==> src/rtl/pc_pkg.sv <==
// Shared constants for the pc_sequencer fetch-path program counter.
// Operation encodings and default sizing live here so the sequencer,
// its return stack and any surrounding logic agree on them.
package pc_pkg;

  // Operation codes presented on `op`; 3'b111 is reserved and acts as hold.
  typedef logic [2:0] op_t;

  localparam op_t OP_HOLD   = 3'b000;
  localparam op_t OP_INC    = 3'b001;
  localparam op_t OP_JUMP   = 3'b010;
  localparam op_t OP_BRANCH = 3'b011;
  localparam op_t OP_CALL   = 3'b100;
  localparam op_t OP_RET    = 3'b101;
  localparam op_t OP_BACK   = 3'b110;

  // Default sizing: 1K-word program memory, four-deep return stack.
  localparam int DEF_ADDR_W      = 10;
  localparam int DEF_STACK_DEPTH = 4;
  localparam int DEF_SP_W        = 3;

  // Index width needed to address `depth` stack slots (at least one bit).
  function automatic int stack_idx_w(input int depth);
    return (depth > 1) ? $clog2(depth) : 1;
  endfunction

endpackage : pc_pkg

==> src/rtl/pc_ret_stack.sv <==
// Return-address LIFO for pc_sequencer.
// Holds STACK_DEPTH addresses; push while full and pop while empty are
// silently dropped so the parent can flag overflow/underflow itself.
// `clr` empties the stack synchronously; Clear_n empties it asynchronously.
// Slot contents are never reset: only the occupancy count matters.
module pc_ret_stack
  import pc_pkg::*;
#(
  parameter int ADDR_W      = DEF_ADDR_W,
  parameter int STACK_DEPTH = DEF_STACK_DEPTH,
  parameter int SP_W        = DEF_SP_W
) (
  input  logic              clk,
  input  logic              Clear_n,
  input  logic              clr,
  input  logic              push,
  input  logic              pop,
  input  logic [ADDR_W-1:0] din,
  output logic [ADDR_W-1:0] top,
  output logic [SP_W-1:0]   sp,
  output logic              full,
  output logic              empty
);

  localparam int IDX_W = stack_idx_w(STACK_DEPTH);

  logic [SP_W-1:0]   r_sp;
  logic [ADDR_W-1:0] r_mem [2**IDX_W];

  logic              w_do_push;
  logic              w_do_pop;
  logic [IDX_W-1:0]  w_wr_idx;
  logic [IDX_W-1:0]  w_rd_idx;

  assign full  = (r_sp == SP_W'(STACK_DEPTH));
  assign empty = (r_sp == '0);
  assign sp    = r_sp;

  // A push and a pop never arrive together from the sequencer; push wins if
  // they ever do, and a synchronous clear cancels both.
  assign w_do_push = push && !full && !clr;
  assign w_do_pop  = pop && !empty && !clr && !push;

  // Next free slot is at index sp; the top entry sits one below it.
  assign w_wr_idx = IDX_W'(r_sp);
  assign w_rd_idx = IDX_W'(r_sp - SP_W'(1));

  // Top of stack is read straight from the slot array.
  assign top = r_mem[w_rd_idx];

  // Occupancy count: async clear, sync clear, then push/pop.
  always_ff @(posedge clk or negedge Clear_n) begin
    if (!Clear_n) begin
      r_sp <= '0;
    end else if (clr) begin
      r_sp <= '0;
    end else if (w_do_push) begin
      r_sp <= r_sp + SP_W'(1);
    end else if (w_do_pop) begin
      r_sp <= r_sp - SP_W'(1);
    end
  end

  // Slot storage: written only on an accepted push, never reset.
  always_ff @(posedge clk) begin
    if (w_do_push) begin
      r_mem[w_wr_idx] <= din;
    end
  end

endmodule : pc_ret_stack

==> src/rtl/pc_sequencer.sv <==
// Program counter for the mips_16 fetch path.
// Advances only on cycles where `tick` is high, supporting increment,
// absolute jump, relative branch, call/return via pc_ret_stack, single-step
// back and optional end-of-memory wrap. sclr restarts everything
// synchronously and outranks tick.
// Optional feature macro: PC_BREAKPOINT_EN adds bp_addr/bp_en/bp_resume
// inputs and a `halted` output that freezes the PC after it lands on
// bp_addr until a resume pulse.
module pc_sequencer
  import pc_pkg::*;
#(
  parameter int ADDR_W      = DEF_ADDR_W,
  parameter int STACK_DEPTH = DEF_STACK_DEPTH,
  parameter int SP_W        = DEF_SP_W
) (
  input  logic              clk,
  input  logic              Clear_n,
  input  logic              tick,
  input  logic [2:0]        op,
  input  logic [ADDR_W-1:0] Jaddr,
  input  logic [ADDR_W-1:0] Boff,
  input  logic              Enloop,
  input  logic              sclr,
  output logic [ADDR_W-1:0] Caddr,
  output logic [SP_W-1:0]   sp,
  output logic              stk_full,
  output logic              stk_empty,
  output logic              ovf,
  output logic              unf,
  output logic              at_end
`ifdef PC_BREAKPOINT_EN
  ,
  input  logic [ADDR_W-1:0] bp_addr,
  input  logic              bp_en,
  input  logic              bp_resume,
  output logic              halted
`endif
);

  logic [ADDR_W-1:0] r_addr;
  logic              r_ovf;
  logic              r_unf;

  logic [ADDR_W-1:0] w_next_addr;
  logic [ADDR_W-1:0] w_ret_addr;
  logic [ADDR_W-1:0] w_top;
  logic [SP_W-1:0]   w_sp;
  logic              w_full;
  logic              w_empty;
  logic              w_push;
  logic              w_pop;
  logic              w_set_ovf;
  logic              w_set_unf;
  logic              w_ops_frozen;

  // Return address of a CALL is the word after the call site, wrapping.
  assign w_ret_addr = r_addr + ADDR_W'(1);

  pc_ret_stack #(
    .ADDR_W      (ADDR_W),
    .STACK_DEPTH (STACK_DEPTH),
    .SP_W        (SP_W)
  ) u_ret_stack (
    .clk     (clk),
    .Clear_n (Clear_n),
    .clr     (sclr),
    .push    (w_push),
    .pop     (w_pop),
    .din     (w_ret_addr),
    .top     (w_top),
    .sp      (w_sp),
    .full    (w_full),
    .empty   (w_empty)
  );

`ifdef PC_BREAKPOINT_EN
  logic r_halted;
  logic r_resumed;

  assign w_ops_frozen = r_halted;
  assign halted       = r_halted;

  // Breakpoint control: halt after landing on bp_addr, release on resume.
  // The first tick after a resume is exempt from matching so execution can
  // step off the breakpoint even when the PC still equals bp_addr.
  always_ff @(posedge clk or negedge Clear_n) begin
    if (!Clear_n) begin
      r_halted  <= 1'b0;
      r_resumed <= 1'b0;
    end else if (sclr) begin
      r_halted  <= 1'b0;
      r_resumed <= 1'b0;
    end else if (r_halted) begin
      if (bp_resume) begin
        r_halted  <= 1'b0;
        r_resumed <= 1'b1;
      end
    end else if (tick) begin
      r_resumed <= 1'b0;
      if (bp_en && !r_resumed && (w_next_addr == bp_addr)) begin
        r_halted <= 1'b1;
      end
    end
  end
`else
  assign w_ops_frozen = 1'b0;
`endif

  // Decode the operation into the next PC and stack/flag requests.
  always_comb begin
    w_next_addr = r_addr;
    w_push      = 1'b0;
    w_pop       = 1'b0;
    w_set_ovf   = 1'b0;
    w_set_unf   = 1'b0;
    if (tick && !sclr && !w_ops_frozen) begin
      case (op)
        OP_HOLD: begin
          w_next_addr = r_addr;
        end
        OP_INC: begin
          if (r_addr != '1) begin
            w_next_addr = r_addr + ADDR_W'(1);
          end else if (Enloop) begin
            w_next_addr = '0;
          end
        end
        OP_JUMP: begin
          w_next_addr = Jaddr;
        end
        OP_BRANCH: begin
          // Two's-complement offset: plain modular add covers both signs.
          w_next_addr = r_addr + Boff;
        end
        OP_CALL: begin
          if (!w_full) begin
            w_push      = 1'b1;
            w_next_addr = Jaddr;
          end else begin
            w_set_ovf = 1'b1;
          end
        end
        OP_RET: begin
          if (!w_empty) begin
            w_pop       = 1'b1;
            w_next_addr = w_top;
          end else begin
            w_set_unf = 1'b1;
          end
        end
        OP_BACK: begin
          if (r_addr != '0) begin
            w_next_addr = r_addr - ADDR_W'(1);
          end
        end
        default: begin
          w_next_addr = r_addr;
        end
      endcase
    end
  end

  // PC and sticky error flags; sclr restarts, otherwise take the decode.
  always_ff @(posedge clk or negedge Clear_n) begin
    if (!Clear_n) begin
      r_addr <= '0;
      r_ovf  <= 1'b0;
      r_unf  <= 1'b0;
    end else if (sclr) begin
      r_addr <= '0;
      r_ovf  <= 1'b0;
      r_unf  <= 1'b0;
    end else begin
      r_addr <= w_next_addr;
      if (w_set_ovf) begin
        r_ovf <= 1'b1;
      end
      if (w_set_unf) begin
        r_unf <= 1'b1;
      end
    end
  end

  assign Caddr     = r_addr;
  assign sp        = w_sp;
  assign stk_full  = w_full;
  assign stk_empty = w_empty;
  assign ovf       = r_ovf;
  assign unf       = r_unf;
  assign at_end    = (r_addr == '1) && !Enloop;

endmodule : pc_sequencer

==> config.mk <==
export PLATFORM = sky130hd
export DESIGN_NAME = pc_sequencer
export DESIGN_NICKNAME = d
export VERILOG_FILES = /design/src/rtl/pc_pkg.sv /design/src/rtl/pc_ret_stack.sv /design/src/rtl/pc_sequencer.sv
export SDC_FILE = /design/constraint.sdc
export NUM_CORES = 1
export LEC_CHECK = 0
export CAP_MARGIN = 20
export CORE_ASPECT_RATIO = 0.7
export CORE_MARGIN = 5
export CORE_UTILIZATION = 60
export CTS_BUF_LIST = sky130_fd_sc_hd__clkbuf_8
export DETAILED_ROUTE_END_ITERATION = 16
export DONT_BUFFER_PORTS = 1
export PLACE_DENSITY_LB_ADDON = 0.25
export SLEW_MARGIN = 20
export SYNTH_ARGS = -nofsm -noshare
export SYNTH_HDL_FRONTEND = slang
export SYNTH_SLANG_ARGS = --single-unit
==> constraint.sdc <==
create_clock -name clk -period 5.9 [get_ports clk]
set_input_delay 0.885 -clock clk [delete_from_list [all_inputs] [get_ports clk]]
set_output_delay 0.885 -clock clk [all_outputs]
set_load 0.05 [all_outputs]
[After elaboration in Yosys (flattened, before gate mapping)]
Memories as Yosys holds them, arrays and structs flattened.
Cells that the tools add are included.
Storage, ports and cells
  input port bits: 28
  RAM bits: 40
  memories: 1
  register bits: 15
  output and inout port bits: 18
Memories
  u_ret_stack.r_mem: words 4, bits a word 10, rd ports 1, clocked after memory_dff 0, write ports 1, RTL line pc_ret_stack.sv:28  | logic [ADDR_W-1:0] r_mem [2**IDX_W];
Operators by class
  multiplexer cells: 29
  equality and inequality tests: 13
  $add $sub $neg: 5
  reductions and logical operators: 20
Operators by type and width (number)
  two-way mux 10 bit: 7
  one-hot mux 10 bit (6 select lines): 1
  two-way mux 1 bit: 18
  equality test 3 bit, second input constant: 4
  adder 10 x 1 -> 10 bit, second input constant: 1
  adder 10 bit: 1
  equality test 10 bit, second input constant: 1
  != test 10 bit, second input constant: 1
  nonzero test 10 bit: 1
  subtractor 10 x 1 -> 10 bit, second input constant: 1
  two-way mux 3 bit: 3
  != test 3 bit, second input constant: 3
  logical AND 1 bit: 7
  nonzero test 7 bit: 1
  equality test 3 x 2 -> 1 bit, second input constant: 2
  AND reduction 6 bit: 1
  nonzero test 2 bit: 3
  zero test 1 bit: 5
  != test 4 bit, second input constant: 1
  adder 3 x 1 -> 3 bit, second input constant: 1
  equality test 3 x 1 -> 1 bit, second input constant: 1
  zero test 3 bit: 1
  nonzero test 3 bit: 1
  subtractor 3 x 1 -> 3 bit, second input constant: 1

[Logic depth before layout (Yosys ltp)]
Gate-level depths: netlist (run 1).
  depth in word-level cells: 10
  mapped depth: 13
  depth with buffers taken out: 13

[By module]
From an unflattened synthesis (run 1), not the netlist that was laid out.
Unflattened totals
  cell total of the unflattened synthesis: 336
  area total of the unflattened synthesis: 3656.0 sq um
By module, submodules not included
  pc_sequencer: instances 1, area each 1885.6 sq um, cells an instance 248, sequential area each 300.3 sq um
  pc_ret_stack: instances 1, area each 1770.4 sq um, cells an instance 88, sequential area each 1276.2 sq um

[Worst setup path after synthesis (run 1)]
No wires, ideal clock.
  path kind: input-to-reg
  start: input Boff[2]
  end: register r_addr[9], in the netlist Caddr[9]
  cell stages on the path: 9
  arrival: 3.254 ns
  path slack: 2.566 ns
  setup time: 0.080 ns
  buffers on the path: 0
  required time: 5.820 ns
  path through: or4_4 nor4_1 xnor2_1 nand2_1 ha_1 nand2_1 o41ai_1 xnor3_1 o211ai_2
On the way
  cells in the longest elaborated chain, start to end: 4
RTL lines
  start, declared: RTL line pc_sequencer.sv:21  | input logic [ADDR_W-1:0] Boff,
  adder 10 bit: RTL line pc_sequencer.sv:133  | w_next_addr = r_addr + Boff;
  one-hot mux 10 bit (6 select lines): RTL line pc_sequencer.sv:117  | case (op)
  two-way mux 10 bit: RTL line pc_sequencer.sv:116  | if (tick && !sclr && !w_ops_frozen) begin
  two-way mux 10 bit: RTL line pc_sequencer.sv:169  | end else if (sclr) begin
  end signal, assigned: RTL line pc_sequencer.sv:174  | r_addr <= w_next_addr;
  end, declared: RTL line pc_sequencer.sv:40  | logic [ADDR_W-1:0] r_addr;
Every way passes these cells. The select of a mux whose other input is x is not followed.
A chain may end at the register's enable or synchronous reset.

[Final worst setup path (run 1)]
  start: register r_addr[1], in the netlist Caddr[1]
  end: output at_end
On the way
  cells in the longest elaborated chain, start to end: 2
RTL lines
  equality test 10 bit: RTL line pc_sequencer.sv:190  | assign at_end = (r_addr == '1) && !Enloop;
  logical AND 1 bit: RTL line pc_sequencer.sv:190
  end, declared: RTL line pc_sequencer.sv:30  | output logic at_end
Every way passes these cells.

==> flow_metrics.py, run 1 <==
metrics = {
    "cts": {
        "htree_levels": 2,
        "numCtsBuffers": 5,
        "cts_hold_buf": 0,
        "cts_root_buffer": "clkbuf_8",
        "insertion_delay_ns": 0.31,
        "cts_setup_buffers": 0,
        "clkTransAtPathRegs_ns": 0.11,
        "cts.sinks": 55,
        "cts_buffer_depth": 2,
        "postCtsResizedCells": 0,
        "cts_tree": "built",
    },
    "synth": {
        "synth_nets": 376,
        "synth_area_leaders": "edfxtp_1, dfrtp_1, ha_1, mux4_2, nand2_1",
        "yosysTopAreaCell": "edfxtp_1",
        "synth_commonest_cells": "edfxtp_1, nand2_1, nor2_1, ha_1, o21ai_0",
        "postSynthCellCount": 328,
        "synth_top_area_share_pct": 33.92,
        "ys.flop_type": "edfxtp_1",
        "synth_edf_count": 40,
        "synth_area_um2": 3541,
        "synthDistinctLibCells": 61,
        "yosys_warnings": 0,
        "ys_ff_latch": 55,
        "yosysMostFrequentCell": "edfxtp_1",
        "syn_area_per_cell_um2": 10.80,
        "synthArstFlopShare_pct": 27.27,
        "ys_seq_area_share_pct": 44.52,
    },
    "grt": {
        "grt-ovfl-total": 0,
        "grt_max_degree": 27,
        "antenna_found_initial": 0,
        "grt_first_pass_wirelength_um": 13170,
        "grt_pass1_vias": 2554,
        "grt.total_usage_pct": 22.85,
    },
    "route": {
        "vias": 2690,
        "drcViolationCount": 0,
        "via_per_inst": 6.759,
        "dr.pass1.iters": 5,
        "drtIter0Drc": 258,
        "avgRoutedWirePerCell_um": 21.24,
        "ant_nets": 0,
        "wirelength_um": 8454,
    },
    "timing": {
        "fmax_mhz": 288.3,
        "fin_crit_sh_pct": 58.80,
        "grt_setup_unrepaired": "no",
        "final_max_slew_viol_count": 0,
        "slew_headroom_pct": 38.56,
        "worst_slew_pin_slew_ns": 0.9181,
        "final_hold_viol_count": 0,
        "post-route-min-period_ns": 3.469,
        "fin_setup_tns_ns": 0,
        "finalClockSkew_ns": 0.01387,
        "setup_violations": 0,
        "setup_slack_ns": 2.431,
    },
    "floorplan": {
        "initial_core_util_pct": 61.83,
        "core_um2": 5727,
        "rows": 23,
        "die_w_um": 101.8,
        "dieArea_um2": 7563,
        "ios": 46,
        "die_h_um": 74.28,
    },
    "power_and_ir_drop": {
        "p_leak_uw": 0.001392,
        "ir_worst_vdd_mv": 0.1263,
        "power_density_nw_per_um2": 235.8,
        "power_uw": 873.0,
    },
    "worst_setup_path": {
        "crit_fanout": 8,
        "critPathKind": "flip-flop to primary output",
        "crit_arrival_ns": 2.58,
        "worstSetupStartpointType": "flip-flop",
        "crit_required_ns": 5.02,
        "crit_path_end_kind": "primary output",
        "r2r_cells": 7,
    },
    "status": {
        "status": "finished clean",
    },
    "place": {
        "port-buffer-count": 0,
        "preCtsSetupSlack_ns": 2.391,
        "dp_cells": 390,
        "gp_congestion": 0.8817,
        "hpwl_um": 6390,
    },
    "finish": {
        "fin_nets": 370,
        "diodes": 0,
        "final_cells": 398,
        "area_delta_synth_final_pct": 4.558,
        "drive_gt1_share_pct": 9.598,
    },
    "run": {
        "maxCapViolCount": 0,
    },
    "hold_path": {
        "hp-class": "input pin to async pin",
    },
}
[placed cells by master, fill, tap and decap left out, types with 5 or more instances in the layout]
| cell type | n |
|---|---|
| edfxtp_1 | 40 |
| and2_1 | 6 |
| a211oi_1 | 6 |
| ha_1 | 19 |
| nand2b_1 | 5 |
| xnor2_1 | 15 |
| nor2_1 | 28 |
| a21oi_1 | 11 |
| dfrtp_1 | 15 |
| clkbuf_8 | 5 |
| nand2_1 | 37 |
| xor2_1 | 5 |
| inv_1 | 10 |
| mux4_2 | 10 |
| o21ai_0 | 19 |
| nor2b_1 | 7 |
| nand3_1 | 7 |
[sequential cells by signal, indices dropped and copies added, names as in the netlist]
signal             count
u_ret_stack.r_mem     40
unf                    1
u_ret_stack.sp         3
ovf                    1
Caddr                 10
[worst paths after layout]
| check | from | end | slack, ns |
|---|---|---|---|
| setup / recovery | Caddr[1] | at_end | 2.43 |
| hold / removal | Clear_n | Caddr[0] | 0.25 |
| setup reg to reg | u_ret_stack.sp[1] | u_ret_stack.sp[2] | 2.52 |
| hold reg to reg | u_ret_stack.sp[0] | u_ret_stack.sp[0] | 0.66 |
| max in group asynchronous | Clear_n | u_ret_stack.sp[0] | 5.56 |
| min in group clk | sclr | unf | 0.63 |
[power breakdown]
part           internal (µW)  switching (µW)
registers                425            37.3
clock network            128             130
logic                   66.6            85.8
total                    620             253
[final cells by class]
type                    count  area, µm²
flip-flops and latches     55       1577
clock buffers               5      68.82
well taps                  75      93.84
repair buffers              1      7.507
multi-input cells         249       1872
fillers                   433       2024
inverters                  10      37.54
clock inverters             3      46.29
[through the flow]
stage	hold WS, ns	util, %	instance area [µm²]
6_report	0.2497	64.65	3702
5_1_grt	0.2354	64.65	3702
4_1_cts	0.2517	64.65	3702
3_5_place_dp	0.5905	62.64	3587
3_3_place_gp	0.5906	62.64	3587
2_1_floorplan	0.5894	-	3541
[critical path, stage by stage, from the launching register on]
cell and delay (ns):
dfrtp_1 0.86, ha_1 0.46, nand4_1 0.19, nor2_1 0.76
[per-layer routing]
layer / part of all wire (%) / global-route usage, % / up-vias
met5: 0 / 0 / -
met4: 0.47 / 3.202 / 0
met3: 13 / 7.873 / 4
met2: 43 / 33.99 / 168
met1: 44 / 33.60 / 1298
li1: - / - / 1220
[kinds of logic (layout without fill, tap and decap cells)]
group / after synthesis / after routing / synth area share (%)
xor+xnor: 21 / 21 / 5.583
simple gates: 115 / 115 / 16.33
compound gates: 78 / 78 / 15.83
buf+inv: 24 / 19 / 2.615
fa+ha+maj: 20 / 20 / 7.279
flops: 55 / 55 / 44.52
mux: 15 / 15 / 7.845
No activity file was read; power rests on OpenSTA's default activity.
==> run 2, diff against run 1 <==
clock period = 3.5 ns   (was 5.9 ns; I/O delays follow)
==> run 2 against run 1 <==
Net effect: sequential power increased by 66%; non-clock buffer count increased by 9; via count increased by 0.19%; largest power group unchanged; sequential cell count unchanged; sequential share of layout area decreased by 0.54 points; clock skew decreased by 0.011 ns.
==> flow_metrics.py, run 2 (synthesis gave the netlist of run 1 again) <==
metrics = {
    "timing": {
        "fin_crit_sh_pct": 79.86,
        "final_hold_viol_count": 0,
        "slew_headroom_pct": 46.77,
        "setup_violations": 0,
        "grt_setup_unrepaired": "no",
        "fin_setup_tns_ns": 0,
        "final_max_slew_viol_count": 0,
        "worst_slew_pin_slew_ns": 0.7958,
        "fmax_mhz": 357.8,
        "post-route-min-period_ns": 2.795,
        "finalClockSkew_ns": 0.002657,
    },
    "place": {
        "hpwl_um": 6343,
        "dp_cells": 398,
        "port-buffer-count": 0,
        "gp_congestion": 0.8909,
    },
    "power_and_ir_drop": {
        "power_density_nw_per_um2": 376.2,
        "switching_power_uw": 431.8,
        "swShare_pct": 30.61,
        "p_int_uw": 978.7,
        "p_leak_uw": 0.001431,
        "seqPwrFrac_pct": 54.3,
        "clkPwrFrac_pct": 25.9,
        "share_comb_of_total_power_pct": 19.8,
        "ir_worst_vdd_mv": 0.2176,
    },
    "cts": {
        "cts_tree": "built",
        "insertion_delay_ns": 0.31,
        "numCtsBuffers": 5,
        "postCtsResizedCells": 0,
        "cts_root_buffer": "clkbuf_8",
        "cts_buffer_depth": 2,
        "htree_levels": 2,
        "cts_setup_buffers": 0,
        "clkTransAtPathRegs_ns": 0.10,
        "cts_hold_buf": 1,
        "cts.sinks": 55,
    },
    "floorplan": {
        "rows": 23,
        "dieArea_um2": 7563,
        "die_h_um": 74.28,
        "ios": 46,
        "core_um2": 5727,
        "initial_core_util_pct": 61.83,
        "die_w_um": 101.8,
    },
    "grt": {
        "grt.total_usage_pct": 23.61,
        "grt_use_met2_pct": 33.48,
        "antenna_found_initial": 0,
        "grt-ovfl-total": 0,
        "met1_usage_pct": 36.11,
        "grt_first_pass_wirelength_um": 13630,
        "grt_pass1_vias": 2596,
        "grt_max_degree": 27,
        "top_usage_layer": "met1",
        "use_met3_pct": 7.685,
    },
    "worst_setup_path": {
        "r2r_cells": 9,
        "crit_required_ns": 3.74,
        "r2r_slack_ns": 0.73,
        "worstSetupStartpointType": "input pin",
        "reg2reg_from": "u_ret_stack.sp[1]",
        "r2r-end": "u_ret_stack.sp[2]",
        "crit_path_end_kind": "flip-flop",
        "crit_arrival_ns": 3.04,
        "crit_fanout": 5,
        "critPathKind": "input pin to flip-flop",
    },
    "finish": {
        "layout_common_cells": "edfxtp_1, nand2_1, nor2_1, o21ai_0, ha_1",
        "area_delta_synth_final_pct": 5.901,
        "nFillCells": 454,
        "largest_reg_flops": 40,
        "diodes": 0,
        "fin_nets": 379,
        "drive_gt1_share_pct": 11.45,
        "regMostFlops": "u_ret_stack.r_mem",
        "mostFrequentLayoutCell": "edfxtp_1",
        "final_cells": 407,
    },
    "route": {
        "ant_nets": 0,
        "via_per_inst": 6.622,
        "drtIter0Drc": 167,
        "wirelength_um": 8382,
        "drcViolationCount": 0,
        "vias": 2695,
        "dr.pass1.iters": 5,
        "avgRoutedWirePerCell_um": 20.59,
    },
    "hold_path": {
        "hold_path.startpoint": "sclr",
        "hp-class": "input pin to flip-flop",
        "hold_path_depth": 1,
        "hold_path_end": "ovf",
    },
    "run": {
        "maxCapViolCount": 0,
    },
    "status": {
        "status": "finished clean",
    },
}
run 2: changes by cell type in the layout (fill, tap and decap cells not counted):
cell,previous run,this run
buf_4,1,9
bufinv_16,1,0
clkinv_1,0,1
clkinv_4,0,1
clkinvlp_4,1,0
dlygate4sd3_1,0,1
inv_6,1,0
inv_8,0,1
run 2: area by class of cell:
| class | instances | area [µm²] | area share, % |
|---|---|---|---|
| repair buffers | 10 | 77.57 | 2.069 |
| multi-input cells | 249 | 1872 | 49.92 |
| well taps | 75 | 93.84 | 2.503 |
| clock buffers | 5 | 68.82 | 1.835 |
| clock inverters | 3 | 23.77 | 0.6340 |
| inverters | 10 | 37.54 | 1.001 |
| flip-flops and latches | 55 | 1577 | 42.04 |
run 2: critical path, stage by stage:
cell and delay (ns):
or4_4 0.57, nor4_1 0.26, xnor2_1 0.17, nand2_1 0.07, ha_1 0.37, nand2_1 0.08, o41ai_1 0.43, xnor3_1 0.39
o211ai_2 0.16
run 2: worst max path at each step:
stage | start | to | slack, ns | cells after the start
final | Boff[2] | Caddr[9] | 0.71 | 9
after global routing | u_ret_stack.sp[1] | u_ret_stack.sp[2] | 0.60 | 9
after CTS | Boff[2] | Caddr[9] | 0.72 | 9
after detailed placement | Boff[2] | Caddr[9] | 0.39 | 9
after global placement | Boff[2] | Caddr[9] | 0.45 | 9
after floorplan | u_ret_stack.sp[0] | u_ret_stack.sp[2] | 0.29 | 8
run 2: layer usage:
| layer | share of wire (%) | vias to the layer above | wire [µm] |
|---|---|---|---|
| li1 | - | 1238 | - |
| met1 | 45 | 1279 | 3780 |
| met2 | 42 | 173 | 3527 |
| met3 | 12 | 5 | 1031 |
| met4 | 0.50 | 0 | 42 |
| met5 | 0 | - | 0 |
run 2: stage by stage:
step	total power [µW]	worst slack [ns]	hold slack (ns)	utilization, %	cell area (µm²)
floorplan	993.8	0.2938	0.2294	-	3541
global placement	1044	0.4498	0.2305	63.69	3647
detailed placement	1048	0.3916	0.2306	63.69	3647
CTS	1410	0.7223	0.2534	65.48	3750
global route	1477	0.5984	0.2468	65.48	3750
finish	1411	0.7050	0.2611	65.48	3750
run 2: power groups by stage:
stage | Sequential, µW | Clock [µW] | Combinational [µW]
after floorplan | 783 | 0 | 211
after global placement | 780 | 0 | 264
after global routing | 769 | 403 | 306
after detailed placement | 781 | 0 | 268
after CTS | 766 | 369 | 274
final | 767 | 365 | 279
==> run 3, diff against run 2 <==
ABC_AREA = 1   (was not set)
clock period = 2.3 ns   (was 3.5 ns; I/O delays follow)
==> run 3 against run 2 <==
Net effect: global-route usage is 2.5 points higher; routed wire length rose by 12%; non-clock buffer count grew 29; first-iteration DRC count rose by 43%; largest cell class unchanged; highest routed layer unchanged.
==> flow_metrics.py, run 3 <==
metrics = {
    "status": {
        "status": "finished clean",
    },
    "cts": {
        "htree_levels": 2,
        "cts_tree": "built",
        "clkTransAtPathRegs_ns": 0.10,
        "cts.sinks": 55,
        "numCtsBuffers": 5,
        "cts_buffer_depth": 2,
        "insertion_delay_ns": 0.32,
        "cts_root_buffer": "clkbuf_8",
    },
    "synth": {
        "ys.flop_type": "edfxtp_1",
        "yosys_warnings": 0,
        "yosysMostFrequentCell": "nand2_1",
        "postSynthCellCount": 431,
        "synth_top_area_share_pct": 33.93,
        "synthArstFlopShare_pct": 27.27,
        "syn_area_per_cell_um2": 8.213,
        "ys_ff_latch": 55,
        "synthDistinctLibCells": 40,
        "yosysTopAreaCell": "edfxtp_1",
        "synth_commonest_cells": "nand2_1, inv_1, edfxtp_1, nand3_1, nor2_1",
        "ys_seq_area_share_pct": 44.54,
        "synth_nets": 479,
        "synth_edf_count": 40,
        "synth_area_um2": 3540,
        "synth_area_leaders": "edfxtp_1, nand2_1, dfrtp_1, ha_1, inv_1",
    },
    "route": {
        "vias": 3231,
        "via_per_inst": 5.918,
        "avgRoutedWirePerCell_um": 17.18,
        "dr.pass1.iters": 5,
        "wirelength_um": 9383,
        "ant_nets": 0,
        "drcViolationCount": 0,
        "drtIter0Drc": 239,
    },
    "grt": {
        "grt_first_pass_wirelength_um": 15000,
        "antenna_found_initial": 0,
        "grt_pass1_vias": 3055,
        "grt_max_degree": 26,
        "grt.total_usage_pct": 26.08,
        "grt-ovfl-total": 0,
    },
    "timing": {
        "setup_violations": 0,
        "post-route-min-period_ns": 2.205,
        "setup_slack_ns": 0.09536,
        "final_max_slew_viol_count": 0,
        "slew_headroom_pct": 43.80,
        "worst_slew_pin_slew_ns": 0.8403,
        "final_hold_viol_count": 0,
        "finalClockSkew_ns": 0.006748,
        "fin_crit_sh_pct": 95.85,
        "fmax_mhz": 453.6,
        "hold_slack_ns": 0.2395,
    },
    "worst_setup_path": {
        "crit_path_end_kind": "primary output",
        "crit_end": "at_end",
        "worstSetupStartpointType": "flip-flop",
        "crit_arrival_ns": 1.86,
        "r2r-end": "Caddr[6]",
        "reg2reg_from": "Caddr[0]",
        "r2r_slack_ns": 0.21,
        "crit_required_ns": 1.96,
        "critPathKind": "flip-flop to primary output",
        "startpoint": "Caddr[0]",
        "r2r_cells": 12,
        "crit_fanout": 4,
    },
    "finish": {
        "fin_nets": 518,
        "diodes": 0,
        "nFillCells": 443,
        "largest_reg_flops": 40,
        "final_util_pct": 71.71,
        "regMostFlops": "u_ret_stack.r_mem",
        "fin_area_um2": 4106,
        "area_delta_synth_final_pct": 16.01,
        "layout_common_cells": "nand2_1, inv_1, edfxtp_1, nand3_1, buf_4",
        "drive_gt1_share_pct": 18.68,
        "mostFrequentLayoutCell": "nand2_1",
    },
    "hold_path": {
        "hp-class": "input pin to flip-flop",
        "hold_path.startpoint": "op[2]",
    },
    "power_and_ir_drop": {
        "seqPwrFrac_pct": 45.1,
        "p_leak_uw": 0.001848,
        "power_density_nw_per_um2": 617.6,
        "share_comb_of_total_power_pct": 32.7,
        "clkPwrFrac_pct": 22.2,
        "swShare_pct": 36.69,
        "ir_worst_vdd_mv": 0.3743,
        "switching_power_uw": 930.6,
        "p_int_uw": 1606,
    },
    "floorplan": {
        "core_um2": 5727,
        "die_h_um": 74.26,
        "dieArea_um2": 7560,
        "initial_core_util_pct": 61.81,
        "rows": 23,
        "ios": 46,
        "die_w_um": 101.8,
    },
    "place": {
        "gp_congestion": 0.9280,
        "preCtsSetupSlack_ns": -0.2663,
        "port-buffer-count": 0,
        "placed_area_um2": 3944,
        "hpwl_um": 7100,
    },
    "run": {
        "maxCapViolCount": 0,
    },
}
## run 3: cell type report
type                    instances  area [µm²]  share of cell area, %
clock buffers                   5       68.82                  1.676
well taps                      75       93.84                  2.285
flip-flops and latches         55        1579                  38.45
clock inverters                 3       23.77                 0.5789
inverters                      64       247.7                  6.033
multi-input cells             305        1790                  43.60
repair buffers                 39       302.8                  7.374
## run 3: how the worst min path moves through the flow
stage / endpoint / slack (ns) / cells past startpoint
floorplan: Caddr[0] / 0.05 / 0
global placement: Caddr[0] / 0.05 / 0
detailed placement: Caddr[0] / 0.05 / 0
CTS: ovf / 0.23 / 2
global route: ovf / 0.25 / 2
finish: ovf / 0.24 / 2
## run 3: power by group through the flow
stage                     clock (µW)  sequential, µW  combinational (µW)
after floorplan                    0            1250                 468
after global placement             0            1160                 764
after detailed placement           0            1160                 790
after CTS                        568            1140                 804
after global routing             603            1150                 907
final                            564            1140                 830
## run 3: cell families after synthesis
family | synth area share [%]
xor gates and xnor gates | 1.980
and+or+nand+nor | 26.90
adders and majority gates | 7.282
AOI/OAI and AO/OA | 11.60
DFF | 44.54
buffers and inverters | 7.706
## run 3: critical path, cell delays in order (launching register included)
cell and delay (ns):
dfrtp_2 0.37, buf_6 0.17, ha_2 0.21, nand3_2 0.13
nor3_4 0.20, nand3_2 0.15, nor2_4 0.13, buf_6 0.17
## run 3: routing by layer
metal  up-vias  part of all wire (%)  track usage (%)
met5         -                     0                0
met4         0                  0.79            4.130
met3        11                    11            5.904
met2       179                    44            42.25
met1      1509                    44            36.94
li1       1532                     -                -
## run 3: timing repair
| item | 4_1_cts | 5_1_grt |
|---|---|---|
| setup buffers | 1 | 1 |
| hold buffers | 1 | 0 |
| pin swaps | 1 | 7 |
| resized for setup | 1 | 9 |
| hold endpoints to repair | 15 | 0 |
| endpoints found under the setup margin | 1 | 6 |
## run 3: per-stage QoR
stage          cells  TNS [ns]  power, µW
2_1_floorplan    431         0       1714
3_3_place_gp     535   -0.2336       1926
3_5_place_dp     535   -0.5670       1952
4_1_cts          545         0       2512
5_1_grt          546  -0.03940       2658
6_report         546         0       2536
